--- config.mk ---
export PLATFORM = sky130hd
export DESIGN_NAME = hp_mul_seq_ctrl
export DESIGN_NICKNAME = d
export VERILOG_FILES = /design/src/rtl/hp_mul_seq_ctrl.sv
export SDC_FILE = /design/constraint.sdc
export NUM_CORES = 1
export LEC_CHECK = 0
export CORE_AREA = 2 2 109 90
export DETAILED_ROUTE_END_ITERATION = 12
export DIE_AREA = 0 0 111 92
export GPL_TIMING_DRIVEN = 0
export MAX_ROUTING_LAYER = met4
export PLACE_DENSITY = 0.92
export SYNTH_ARGS = -nofsm -noshare
export SYNTH_HDL_FRONTEND = slang
export SYNTH_SLANG_ARGS = --single-unit
export TNS_END_PERCENT = 1
--- constraint.sdc ---
create_clock -name clk -period 3.5 [get_ports clk]
set_clock_uncertainty 0.1 [all_clocks]
set_input_delay 0.7 -clock clk [delete_from_list [all_inputs] [get_ports clk]]
set_output_delay 0.7 -clock clk [all_outputs]
set_load 0.05 [all_outputs]
--- src/rtl/hp_mul_seq_ctrl.sv ---
// hp_mul_seq_ctrl: sequential binary16 multiplier, radix-4 Booth, valid/ready.
// Optional HP_MUL_RNE_EN selects round-to-nearest-even; default truncates.
module hp_mul_seq_ctrl #(
  parameter int BIAS       = 15,
  parameter bit SAT_ON_OVF = 1'b0
) (
  input  logic        clk,
  input  logic        rst_n,
  input  logic        in_valid,
  output logic        in_ready,
  input  logic [15:0] in_a,
  input  logic [15:0] in_b,
  output logic        out_valid,
  input  logic        out_ready,
  output logic [15:0] out_p,
  output logic [1:0]  out_exc,
  output logic        busy
);

  typedef enum logic [1:0] {
    IDLE,
    BOOTH,
    NORM,
    DONE
  } state_t;

  localparam logic [6:0] BIAS7 = 7'(BIAS);

  state_t state;
  logic [2:0] cnt;

  logic       sgn_a;
  logic       sgn_b;
  logic [4:0] exp_a;
  logic [4:0] exp_b;
  logic [9:0] man_a;
  logic [9:0] man_b;

  logic signed [13:0] acc;
  logic [12:0]        mq;

  logic accept;

  assign in_ready = (state == IDLE) |
                    ((state == DONE) & out_ready);
  assign accept = in_valid & in_ready;

  // Booth step: recode mq[2:0], add, then shift {acc,mq} right by 2
  logic signed [13:0] m_ext;
  logic signed [13:0] pp;
  logic signed [13:0] acc_sum;
  logic signed [13:0] acc_nxt;
  logic [12:0]        mq_nxt;

  assign m_ext = {4'b0001, man_a};

  always_comb begin
    pp = '0;
    unique case (mq[2:0])
      3'b001,
      3'b010:  pp = m_ext;
      3'b011:  pp = m_ext <<< 1;
      3'b100:  pp = -(m_ext <<< 1);
      3'b101,
      3'b110:  pp = -m_ext;
      default: pp = '0;
    endcase
  end

  assign acc_sum = acc + pp;
  assign acc_nxt = {{2{acc_sum[13]}}, acc_sum[13:2]};
  assign mq_nxt  = {acc_sum[1:0], mq[12:2]};

  logic [21:0] prod;
  logic        hi;
  logic [9:0]  man_t;
  logic [9:0]  man_f;
  logic [6:0]  e_base;
  logic [6:0]  e_fin;

  assign prod   = {acc[9:0], mq[12:1]};
  assign hi     = prod[21];
  assign man_t  = hi ? prod[20:11] : prod[19:10];
  assign e_base = {2'b00, exp_a} + {2'b00, exp_b}
                - BIAS7 + {6'd0, hi};

`ifdef HP_MUL_RNE_EN
  logic        guard;
  logic        sticky;
  logic        rnd_up;
  logic [10:0] man_r;

  assign guard  = hi ? prod[10] : prod[9];
  assign sticky = hi ? |prod[9:0] : |prod[8:0];
  assign rnd_up = guard & (sticky | man_t[0]);
  assign man_r  = {1'b0, man_t} + {10'd0, rnd_up};
  assign man_f  = man_r[9:0];
  assign e_fin  = e_base + {6'd0, man_r[10]};
`else
  assign man_f = man_t;
  assign e_fin = e_base;
`endif

  logic unused_bits;
  assign unused_bits = ^{acc[13:10], mq[0], prod[9:0]};

  logic s;
  logic a_inf;
  logic b_inf;
  logic a_nan;
  logic b_nan;
  logic a_zero;
  logic b_zero;
  logic e_ovf;
  logic e_unf;

  assign s      = sgn_a ^ sgn_b;
  assign a_inf  = (exp_a == 5'h1F);
  assign b_inf  = (exp_b == 5'h1F);
  assign a_nan  = a_inf & (|man_a);
  assign b_nan  = b_inf & (|man_b);
  assign a_zero = (exp_a == 5'h00);
  assign b_zero = (exp_b == 5'h00);
  assign e_ovf  = $signed(e_fin) >= 7'sd31;
  assign e_unf  = $signed(e_fin) <= 7'sd0;

  logic [15:0] res_p;
  logic [1:0]  res_exc;

  always_comb begin
    res_p   = {s, e_fin[4:0], man_f};
    res_exc = 2'b00;
    if (a_nan | b_nan | (a_inf & b_zero) | (b_inf & a_zero)) begin
      res_p   = 16'h7E00;
      res_exc = 2'b11;
    end else if (a_inf | b_inf) begin
      res_p   = {s, 5'h1F, 10'h000};
      res_exc = 2'b01;
    end else if (a_zero | b_zero) begin
      res_p   = {s, 15'h0000};
      res_exc = 2'b00;
    end else if (e_ovf) begin
      res_p   = SAT_ON_OVF ? {s, 5'h1E, 10'h3FF}
                           : {s, 5'h1F, 10'h000};
      res_exc = 2'b01;
    end else if (e_unf) begin
      res_p   = {s, 15'h0000};
      res_exc = 2'b10;
    end
  end

  always_ff @(posedge clk or negedge rst_n) begin
    if (!rst_n) begin
      state     <= IDLE;
      cnt       <= '0;
      busy      <= 1'b0;
      out_valid <= 1'b0;
      out_p     <= '0;
      out_exc   <= '0;
      sgn_a     <= 1'b0;
      sgn_b     <= 1'b0;
      exp_a     <= '0;
      exp_b     <= '0;
      man_a     <= '0;
      man_b     <= '0;
      acc       <= '0;
      mq        <= '0;
    end else begin
      if (accept) begin
        sgn_a <= in_a[15];
        sgn_b <= in_b[15];
        exp_a <= in_a[14:10];
        exp_b <= in_b[14:10];
        man_a <= in_a[9:0];
        man_b <= in_b[9:0];
        acc   <= '0;
        mq    <= {1'b0, 1'b1, in_b[9:0], 1'b0};
        cnt   <= '0;
      end
      unique case (state)
        IDLE: begin
          if (in_valid) begin
            state <= BOOTH;
            busy  <= 1'b1;
          end
        end
        BOOTH: begin
          acc <= acc_nxt;
          mq  <= mq_nxt;
          cnt <= cnt + 3'd1;
          if (cnt == 3'd5) begin
            state <= NORM;
          end
        end
        NORM: begin
          out_p     <= res_p;
          out_exc   <= res_exc;
          out_valid <= 1'b1;
          state     <= DONE;
        end
        DONE: begin
          if (out_ready) begin
            out_valid <= 1'b0;
            if (in_valid) begin
              state <= BOOTH;
            end else begin
              state <= IDLE;
              busy  <= 1'b0;
            end
          end
        end
        default: begin
          state <= IDLE;
          busy  <= 1'b0;
        end
      endcase
    end
  end

endmodule
== After elaboration in Yosys (flattened, before gate mapping) ==
Cells that the tools add are included.
Operators by class
  add/sub/neg operators: 7
  multipliers: 0
  divide/modulo/power cells: 0
  magnitude comparators: 2
  equality and inequality tests: 16
  shifts and indexed selects: 0
  muxes and demuxes: 29
  bitwise gates (word level): 13
  reductions and logical operators: 13
Operators by type and width (count)
  $mux 15: 4
  $pmux 14 s4: 1
  $mux 14: 2
  $mux 13: 2
  $reduce_or 10->1: 2
  $mux 16: 1
  $mux 2: 8
  $add 14x14->14: 1
  $neg 11->14: 1
  $neg 12->14: 1
  $eq 3x3->1 const B: 4
  $eq 5x5->1 const B: 2
  $logic_not 5->1: 2
  $mux 10: 1
  $ne 2x2->1 const B: 4
  $pmux 2 s4: 1
  $add 7x1->7: 1
  $ge 7x6->1 const B: 1
  $le 7x1->1 const B: 1
  $sub 6x4->7 const B: 1
  $add 5x5->6: 1
  $and 1x1->1: 6
  $eq 3x2->1 const B: 2
  $mux 3: 2
  14 further kinds: 28
Word-level totals
  flip-flop bits (word level): 84
  bits in latches: 0
  RAM bits: 0
  bits in read-only memories: 0
  input port bits: 36
  output and inout bits: 21
  logic and storage cells: 94
  memories kept: 0

== Longest topological paths before layout ==
  depth after elaboration: 9
  depth in mapped cells: 15
  mapped depth without buffers: 14

== Worst setup path before layout ==
No wires, ideal clock.
  path kind: flip-flop to flip-flop
  start: register acc[9]
  end: register out_p[10]
  setup time: 66 ps
  arrival: 3016 ps
  required time: 3334 ps
  path slack: 318 ps
  cell stages (with the launch flop): 14
  buffers on the path: 1
  period minus slack after synthesis: 3182 ps
  cell sequence: dfrtp_1 > buf_1 > inv_1 > ha_1 > inv_1 > ha_1 > inv_1 > fa_1 > nand2b_1 > a211oi_1 > nor2_1 > or3_2 > nand2_1 > o221a_2
On the way
  cells in the longest elaborated chain, start to end: 7
  elaborated cells between the ends (all ways): 8
  those cells by class: add/sub (1); order compare (2); mux (5)
Ends and longest elaborated chain
  start, declared: line 39  | logic signed [13:0] acc;
  start signal, assigned: line 188  | acc <= acc_nxt;
  $add 7x1->7 (*): line 85  | - BIAS7 + {6'd0, hi};
  $le 7x1->1: line 125  | assign e_unf = $signed(e_fin) <= 7'sd0;
  $mux 15: line 146  | end else if (e_unf) begin
  $mux 15 (*): line 142  | end else if (e_ovf) begin
  $mux 15 (*): line 139  | end else if (a_zero | b_zero) begin
  $mux 15 (*): line 136  | end else if (a_inf | b_inf) begin
  $mux 16 (*): line 133  | if (a_nan | b_nan | (a_inf & b_zero) | (b_inf & a_zero)) begin
  end signal, assigned: line 196  | out_p <= res_p;
  end, declared: line 15  | output logic [15:0] out_p,
Every way passes the cells marked *; elsewhere a longest branch is shown, timed or not.
A chain may end at the register's enable or synchronous reset.

== Final worst setup path ==
  start: register acc[9]
  end: register out_p[0]
On the way
  cells in the longest elaborated chain, start to end: 7
  elaborated cells between the ends (all ways): 9
  those cells by class: add/sub (1); order compare (2); mux (6)
Ends and longest elaborated chain (line)
  $add 7x1->7: 85
  $le 7x1->1: 125
  $mux 15: 146
  $mux 15 (*): 142
  $mux 15 (*): 139
  $mux 15 (*): 136
  $mux 16 (*): 133
Marked as above.

==> metrics <==
Total GRT Usage=26.8%; startpoint types=flop; Synth-to-Final Area Change=20.9%; post-synth top area share=40.1%; top_reg_cell synth=dfrtp_1; Overflow after GRT=0; Max Clock Freq=0.285 GHz; Worst Tran Pin Value=0.669 ns; Via Count=4,463; IO Count=57; antenna viol nets, final=0; RSZ-0062 raised after global routing=true; Critical R2R Launch=acc[9]; CP max FO=10; clk slew on worst S/H paths=0.07 ns; setup violators final=1; outcome=complete, but fails checks; row count=32; die width=111 µm; Worst Path Arrival=3.66 ns; CP top delay family=adder cells; setup slack, reg-to-reg=-0.01 ns; fillcell total=697; Max-Cap Viols=0; Cell Area, Synth=5110 µm²; ANT cells=0; first-pass GRT wire length=21,600 µm; vias in the first global route=4,465; Initial Util=55.3%; Worst R2R End=out_p[0]; Inserted Clock Buffers=9; setup bufs post-CTS=0; cell mode on critical path=inv_1; hold crit path type=in2async; full die area=10,200 µm²; Yosys cell types=68; Avg Cell Area, Syn=9.86 µm²; H-tree Lvls=3; syn nets=587; CTS tree=done; Yosys reg bits=82; Detail Placement HPWL=9460 µm; Seq/Total Area, Yosys=40.1%; CP required=3.65 ns; Hold Worst Slack=0.222 ns; final worst path period share=100%; worst-skew pair later-pin latency=0.34 ns; Worst slew margin=55.4%; Yosys warning count=0; Final Util=66.8%; critical path cell sequence=clkbuf_4 -> inv_1 -> ha_1 -> inv_1 -> ha_1 -> inv_1 -> fa_1 -> nand2b_1 -> a21oi_1 -> xnor2_1 -> o21ba_2 -> nand4_4 -> o2bb2ai_1; dominant cell type by area after synthesis=dfrtp_1; number of synthesized flops with an enable pin=0; Pre-Repair DR Iteration Count=5; Worst Setup Slack, final=-0.0117 ns; fin crit period=3.51 ns; Nets=652; most common cell in the netlist=dfrtp_1; antenna violations before repair=0; Reg area=2050 µm²; Die Span Y=92 µm; max-slew violations=0; gate count of the mapped netlist=519; Total Wirelength=13,200 µm; Post-synth top cells=82 x dfrtp_1, 60 x nand2_1, 36 x o21ai_0, 33 x mux2_2, 30 x ha_1; hold_buf cts=0; Slowest-stage cell, CP=dfrtp_1; Final GP Congestion=0.955; Setup CP Type=reg2reg; wire per inst=18.7 µm; slowest stage delay, CP=0.47 ns; Hold Vio Cnt, Final=0; cts repair resizes=1; root buffer cell=clkbuf_16; Port Buffers=56; core area=9250 µm²; area of the multi-input gates=2880 µm²; failing checks=setup timing; First DRT Iteration DRCs=398; dpl ws=-0.285 ns; layout cells sized above 1=13.6%; Max clock buf depth=2; Avg Vias per Cell=6.30; largest net degree at the start of global routing=47; critical path endpoint category=flop; Post-synth ARST share=100%; synth top area cells=dfrtp_1 40%, ha_1 7.3%, mux2_2 7.3%, mux2i_1 5.1%, nand2_1 4.4%; worst r2r path cells=13; DRC violations left=0; Worst Path Buf+Inv=4; number of clock sinks=82
## final cells by class
class | count | area share [%]
tap | 119 | 2.41
inverter | 27 | 1.64
timing repair buffer | 57 | 9.47
buffer | 21 | 1.76
clock buffer | 11 | 3.93
sequential | 82 | 33.2
clock inverter | 5 | 1.01
multi-input combinational | 386 | 46.6
## how the worst max path moves through the flow
stage,from,to,slack [ns],depth (start not counted)
floorplan,acc[9],out_p[10],0.32,13
global placement,rst_n,exp_a[1],-1.20,1
detailed placement,acc[9],out_exc[0],-0.29,13
CTS,acc[9],out_exc[0],0.005,13
global route,man_a[2],acc[7],-0.08,14
finish,acc[9],out_p[0],-0.01,13
## kinds of logic (layout without fill, tap and decap cells)
logic type | after synthesis | after routing | share of synthesized area (%)
fa+ha+maj | 33 | 33 | 8.32
xor+xnor | 22 | 22 | 3.77
flops | 82 | 82 | 40.1
simple gates | 145 | 145 | 14.3
mux | 59 | 59 | 12.4
buf+inv | 51 | 121 | 4.21
compound gates | 127 | 127 | 17.0
## registers in the layout (all words and copies together) (netlist names), 3 cells and up
| register | cells |
|---|---|
| exp_a | 5 |
| acc | 12 |
| exp_b | 5 |
| man_b | 10 |
| out_p | 16 |
| cnt | 3 |
| man_a | 10 |
| mq | 13 |
## through the flow
stage               TNS [ns]  cells  instance area (µm²)
CTS                        0    711                 6160
global route          -0.536    708                 6180
finish               -0.0117    708                 6180
detailed placement     -3.19    695                 5850
floorplan                  0    519                 5110
global placement      -98.39    694                 5820
## routing by layer
metal,part of all wire (%),global-route usage [%],vias to the layer above
met3,7.6,5.22,42
met2,48,43.0,239
met4,2.4,7.60,0
met5,0,-,-
met1,42,35.0,2177
li1,-,-,2005
## placed cells by master, fill, tap and decap left out, types with 5 or more instances in the layout
cell type,netlist,final
nor3_1,11,9
mux2i_1,26,26
xor2_1,7,6
nand2b_1,5,5
a21oi_1,20,19
clkdlybuf4s50_1,0,55
ha_1,30,29
nand4_1,5,5
o21ai_0,36,35
nand3_1,8,8
clkbuf_1,13,11
xnor2_1,15,15
a211oi_1,7,6
nand2_1,60,60
dfrtp_1,82,82
clkbuf_16,0,9
a21o_1,5,5
a31oi_1,5,5
o2bb2ai_1,10,10
inv_1,27,27
nor2_1,28,27
mux2_2,33,33
Power is not shown: default switching activity piles up to over one toggle a cycle in this logic, so the estimate is an artifact.
